`src/rtl/pc_return_stack_if.sv`:
```
// Bus between the instruction control stage and the PC / return stack.
// The control stage is the master: it drives the enable and strobes and
// observes the fetch address and stack status.
interface pc_return_stack_if #(
    parameter int ADDR_W = 8,
    parameter int DEPTH  = 8
);
    localparam int CNT_W = $clog2(DEPTH) + 1;

    logic              en;
    logic              jump;
    logic              ret;
    logic              push;
    logic [ADDR_W-1:0] target;
    logic [ADDR_W-1:0] pc;
    logic [CNT_W-1:0]  depth;
    logic [ADDR_W-1:0] tos;
    logic              ovf;
    logic              unf;

    modport master (
        output en, jump, ret, push, target,
        input  pc, depth, tos, ovf, unf
    );

    modport slave (
        input  en, jump, ret, push, target,
        output pc, depth, tos, ovf, unf
    );
endinterface

```
`src/rtl/pc_return_stack.sv`:
```
// Program counter with an integrated hardware call/return stack.
// One action per enabled cycle; ret outranks call, call outranks plain
// jump, plain jump outranks push-only, otherwise the PC just increments.
// Overflow and underflow flags are sticky until reset.
module pc_return_stack #(
    parameter int ADDR_W = 8,
    parameter int DEPTH  = 8
) (
    input  logic             clk,
    input  logic             rst,
    pc_return_stack_if.slave bus
);
    localparam int PTR_W = $clog2(DEPTH);
    localparam int CNT_W = PTR_W + 1;

    logic [ADDR_W-1:0] pc_q, pc_d;
    logic [CNT_W-1:0]  depth_q, depth_d;
    logic              ovf_q, ovf_d;
    logic              unf_q, unf_d;
    logic [ADDR_W-1:0] stack_q [DEPTH];

    logic [ADDR_W-1:0] pcInc;
    logic [PTR_W-1:0]  wrIdx;
    logic [PTR_W-1:0]  topIdx;
    logic              stackEmpty;
    logic              stackFull;
    logic              stackWrEn;

    // The return address is pc+1 wrapped to the address width; the write
    // slot is the current depth and the top entry sits one below it.
    // When the stack is full the low depth bits are zero, so topIdx still
    // wraps around to DEPTH-1 correctly.
    assign pcInc      = pc_q + ADDR_W'(1);
    assign wrIdx      = depth_q[PTR_W-1:0];
    assign topIdx     = depth_q[PTR_W-1:0] - PTR_W'(1);
    assign stackEmpty = (depth_q == '0);
    assign stackFull  = (depth_q == CNT_W'(DEPTH));

    // Select the single action for this cycle and form the next state.
    always_comb begin
        pc_d      = pc_q;
        depth_d   = depth_q;
        ovf_d     = ovf_q;
        unf_d     = unf_q;
        stackWrEn = 1'b0;
        if (bus.en) begin
            if (bus.ret) begin
                if (stackEmpty) begin
                    pc_d  = pcInc;
                    unf_d = 1'b1;
                end else begin
                    pc_d    = stack_q[topIdx];
                    depth_d = depth_q - CNT_W'(1);
                end
            end else if (bus.push) begin
                pc_d = bus.jump ? bus.target : pcInc;
                if (stackFull) begin
                    ovf_d = 1'b1;
                end else begin
                    stackWrEn = 1'b1;
                    depth_d   = depth_q + CNT_W'(1);
                end
            end else if (bus.jump) begin
                pc_d = bus.target;
            end else begin
                pc_d = pcInc;
            end
        end
    end

    // Control registers with synchronous reset overriding enable and strobes.
    always_ff @(posedge clk) begin
        if (rst) begin
            pc_q    <= '0;
            depth_q <= '0;
            ovf_q   <= 1'b0;
            unf_q   <= 1'b0;
        end else begin
            pc_q    <= pc_d;
            depth_q <= depth_d;
            ovf_q   <= ovf_d;
            unf_q   <= unf_d;
        end
    end

    // Stack storage needs no reset; a push coinciding with reset is dropped.
    always_ff @(posedge clk) begin
        if (!rst && stackWrEn) begin
            stack_q[wrIdx] <= pcInc;
        end
    end

    assign bus.pc    = pc_q;
    assign bus.depth = depth_q;
    assign bus.tos   = stackEmpty ? '0 : stack_q[topIdx];
    assign bus.ovf   = ovf_q;
    assign bus.unf   = unf_q;
endmodule

```
`src/flat_wrapper.sv`:
```
// flat-port wrapper written by rule: the top's interface ports become plain ports
module pc_return_stack_flat 
#(
    parameter int ADDR_W = 8,
    parameter int DEPTH  = 8
)
  (clk, rst, bus_en, bus_jump, bus_ret, bus_push, bus_target, bus_pc, bus_depth, bus_tos, bus_ovf, bus_unf);
  pc_return_stack_if #(.ADDR_W(ADDR_W), .DEPTH(DEPTH)) bus_i ();
  input  logic clk;
  input  logic rst;
  input wire logic [$bits(bus_i.en)-1:0] bus_en;
  input wire logic [$bits(bus_i.jump)-1:0] bus_jump;
  input wire logic [$bits(bus_i.ret)-1:0] bus_ret;
  input wire logic [$bits(bus_i.push)-1:0] bus_push;
  input wire logic [$bits(bus_i.target)-1:0] bus_target;
  output wire logic [$bits(bus_i.pc)-1:0] bus_pc;
  output wire logic [$bits(bus_i.depth)-1:0] bus_depth;
  output wire logic [$bits(bus_i.tos)-1:0] bus_tos;
  output wire logic [$bits(bus_i.ovf)-1:0] bus_ovf;
  output wire logic [$bits(bus_i.unf)-1:0] bus_unf;
  assign bus_i.en = bus_en;
  assign bus_i.jump = bus_jump;
  assign bus_i.ret = bus_ret;
  assign bus_i.push = bus_push;
  assign bus_i.target = bus_target;
  assign bus_pc = bus_i.pc;
  assign bus_depth = bus_i.depth;
  assign bus_tos = bus_i.tos;
  assign bus_ovf = bus_i.ovf;
  assign bus_unf = bus_i.unf;
  pc_return_stack #(.ADDR_W(ADDR_W), .DEPTH(DEPTH)) u_core (.clk(clk), .rst(rst), .bus(bus_i));
endmodule
```
`config.mk`:
```
export PLATFORM = sky130hd
export DESIGN_NAME = pc_return_stack_flat
export DESIGN_NICKNAME = d
export VERILOG_FILES = /design/src/rtl/pc_return_stack_if.sv /design/src/rtl/pc_return_stack.sv /design/src/flat_wrapper.sv
export SDC_FILE = /design/constraint.sdc
export NUM_CORES = 1
export LEC_CHECK = 0
export CAP_MARGIN = 20
export CORE_ASPECT_RATIO = 0.6
export CORE_MARGIN = 3
export CORE_UTILIZATION = 60
export CTS_CLUSTER_SIZE = 40
export DETAILED_ROUTE_END_ITERATION = 8
export PLACE_DENSITY = 0.83
export RECOVER_POWER = 50
export SYNTH_ARGS = -nofsm -noshare
export SYNTH_HDL_FRONTEND = slang
export SYNTH_SLANG_ARGS = --single-unit
```
`constraint.sdc`:
```
create_clock -name clk -period 8 [get_ports clk]
set_input_delay 0.8 -clock clk [delete_from_list [all_inputs] [get_ports clk]]
set_output_delay 0.8 -clock clk [all_outputs]
set_load 0.02 [all_outputs]
```
==> qor.csv <==
stage,metric,value,unit
run_status,outcome,completed,
clock_tree,clock buffer depth,2,
yosys,Main synth FF type,edfxtp_1,
power,switching portion of total power,0.3281,
hold_path,Hold Path Class,register to register,
power,sw power,0.3575,mW
yosys,Yosys top cell by area,edfxtp_1,
yosys,top post-synthesis cells by count,"edfxtp_1 (64), nand2_1 (15), nor2_1 (15), dfxtp_1 (14), o21ai_0 (14)",
yosys,top-count cell post-synth,edfxtp_1,
yosys,Synth Area in Compound Gates,0.1024,
power,Internal Power,0.7321,mW
sta,post-route minimum period,4.047,ns
routing,Via density,6.378,
worst_setup_path,critical path launch point type,register,
routing,wire per inst,21.45,um
clock_tree,clock tree root driver cell,clkbuf_8,
sta,part of the cycle the worst path needs,0.5059,
global_routing,Tot GR Track Use,0.2519,
global_routing,met3 Usage GRT,0.09756,
clock_tree,CTS tree,yes,
global_routing,vias in the first global route,2281,
placed_design,placer congestion estimate,0.8951,
yosys,post-synthesis mux area share,0.1065,
floorplan,chip height,65.95,um
clock_tree,Worst-path clk slew,0.08,ns
power,Peak VDD IR,0.1595,mV
clock_tree,Hold Buf Count CTS,0,
worst_setup_path,crit path DAT,3.25,ns
routing,DR pass1 iterations,5,
floorplan,core area,5675,um^2
floorplan,row count,21,
yosys,"top cells by area, synth","edfxtp_1 (53%), mux4_2 (8.1%), dfxtp_1 (7.8%)",
yosys,syn nets,282,
clock_tree,H-tree depth,3,
sta,Worst-Margin Slew,0.9878,ns
floorplan,# IOs,36,
global_routing,initial antenna violation count,0,
clock_tree,clock sink count,78,
yosys,post-synthesis instance area,3593,um^2
finish,fin cells,381,
global_routing,GR Overflow Total,0,
routing,drt total wl,8172,um
yosys,Yosys reg bits,78,
yosys,Netlist cell types,45,
sta,Post-Route Setup TNS,0,ns
floorplan,Die W,105.9,um
sta,clock skew,0.005553,ns
worst_setup_path,Worst Path Max Fanout,16,
clock_tree,PostCTS Resize Cnt,0,
sta,Final Hold Fails,0,
global_routing,met2 global-route usage,0.3437,
finish,share of cells above drive strength 1,0.1096,
power,Pwr Density,261.9,nW/um^2
worst_setup_path,"Req. time, crit path",7.20,ns
worst_setup_path,FF-to-FF path depth,5,
yosys,Syn Inst Count,263,
yosys,post-synthesis async set-or-reset flop share,0,
power,clock share of power,0.242,
placed_design,placed wire-length estimate,5731,um
global_routing,met1 Usage GRT,0.3660,
power,sequential share of power,0.449,
yosys,xor/xnor share of the synthesized area,0.02194,
finish,Nets,315,
clock_tree,Num CTS Buffers,9,
sta,relative slew slack,0.3391,
finish,synth-to-layout area growth,15.77,%
hold_path,hold depth,2,
power,Combinational Power Share,0.308,
clock_tree,latest clock arrival within the worst-skew pair,0.35,ns
sta,fmax,247.1,MHz
run,Max-cap violations,0,
routing,DRC Markers,0,
global_routing,first-pass GRT wire length,12590,um
floorplan,Initial Util,0.6332,
placed_design,PortBufs,35,
worst_setup_path,crit path kind,register to primary output,
routing,"antenna viol nets, final",0,
power,leakage dissipation,1.496,nW
yosys,Synth Area in Adders,0.01950,
yosys,Post-synth EDFFs,64,
global_routing,largest net degree at the start of global routing,22,
routing,DR iter-0 viols,256,
sta,Slew Limit Fails,0,
yosys,Mean Syn Cell Area,13.66,um^2
floorplan,die area,6984,um^2
sta,final setup vio count,0,
clock_tree,Post-CTS Setup Repair Bufs,0,
worst_setup_path,Crit. End Element,primary output,
routing,vias,2430,
yosys,Synth top area share,0.5348,
sta,RSZ-0062 raised after global routing,no,
yosys,sequential fraction of the synthesis area,0.6128,
placed_design,DP Cell Count,364,
finish,Diodes inserted,0,
global_routing,gr busiest metal,met1,
yosys,Yosys warning count,0,
yosys,Simple-Gate Fraction of Synth Area,0.1034,
yosys,largest family of logic cells by synthesized area,multiplexers,
layout make-up:
class / instances / area (um^2)
multi-input cells: 158 / 1265
fillers: 380 / 1515
well taps: 80 / 100.1
clock buffers: 10 / 137.6
inverters: 11 / 41.29
repair buffers: 38 / 370.4
clock inverters: 6 / 43.79
flip-flops and latches: 78 / 2202
worst paths after layout:
check / from / endpoint / slack, ns
min reg2reg: u_core.bus.unf / u_core.bus.unf / 0.48
max: u_core.bus.depth[1] / bus_tos[6] / 3.95
min: u_core.bus.unf / u_core.bus.unf / 0.48
max reg2reg: u_core.bus.depth[1] / u_core.stack_q[6][0] / 4.77
metal layers:
| layer | part of all wire | vias to the layer above |
|---|---|---|
| met4 | 0.023 | 0 |
| met2 | 0.43 | 145 |
| met3 | 0.11 | 18 |
| met5 | 0 | - |
| met1 | 0.43 | 1189 |
| li1 | - | 1078 |
power groups by stage:
stage,Clock (mW),Sequential [mW],Combinational [mW]
after CTS,0.268,0.489,0.338
after global placement,0,0.497,0.329
after floorplan,0,0.502,0.209
after detailed placement,0,0.498,0.337
final,0.264,0.490,0.336
after global routing,0.284,0.492,0.362
cell families (layout without fill, tap and decap cells):
family | count (synthesis) | count (layout)
fa+ha+maj | 5 | 5
simple gates | 70 | 70
flops | 78 | 78
buf+inv | 27 | 65
compound gates | 57 | 57
mux | 17 | 17
xor+xnor | 9 | 9
metrics by stage:
stage / power [mW] / hold WS (ns) / setup slack (ns) / utilization / cell area (um^2)
detailed placement: 0.8348 / 0.4619 / 4.149 / 0.7013 / 3980
floorplan: 0.7112 / 0.5705 / 5.143 / - / 3593
CTS: 1.095 / 0.4786 / 3.959 / 0.7332 / 4161
global placement: 0.8259 / 0.4551 / 4.240 / 0.7013 / 3980
global route: 1.138 / 0.5193 / 3.845 / 0.7330 / 4160
finish: 1.090 / 0.4751 / 3.953 / 0.7330 / 4160
cells in the final DEF (no fill, tap or decap), drive strengths merged, types with 4 or more instances in the layout:
| master | Yosys | routed |
|---|---|---|
| nor3 | 4 | 4 |
| edfxtp | 64 | 64 |
| o21ai | 18 | 18 |
| nor2b | 7 | 7 |
| nand2 | 15 | 15 |
| a21oi | 9 | 9 |
| mux4 | 16 | 16 |
| xnor2 | 4 | 4 |
| inv | 11 | 13 |
| a31oi | 6 | 6 |
| clkdlybuf4s50 | 0 | 23 |
| clkbuf | 9 | 10 |
| dlygate4sd3 | 0 | 12 |
| and3 | 5 | 5 |
| xor2 | 5 | 5 |
| dfxtp | 14 | 14 |
| nor2 | 15 | 15 |
| ha | 4 | 4 |
| o211ai | 7 | 7 |
| nand3 | 9 | 9 |
state kept, by name, summed over array words and instances (netlist names):
signal / flops
u_core.bus.unf: 1
u_core.stack_q: 64
u_core.bus.depth: 4
u_core.bus.pc: 8
u_core.bus.ovf: 1
critical path, cell delays in order, from the launching register on:
cell and delay, ns:
dfxtp_1 0.51, inv_1 0.15, ha_1 0.78, mux4_2 0.42, nor2b_1 0.16, a31oi_1 0.20
o21ai_1 0.10, clkdlybuf4s50_1 0.57
Note: power is estimated with default switching activity, not from simulation.
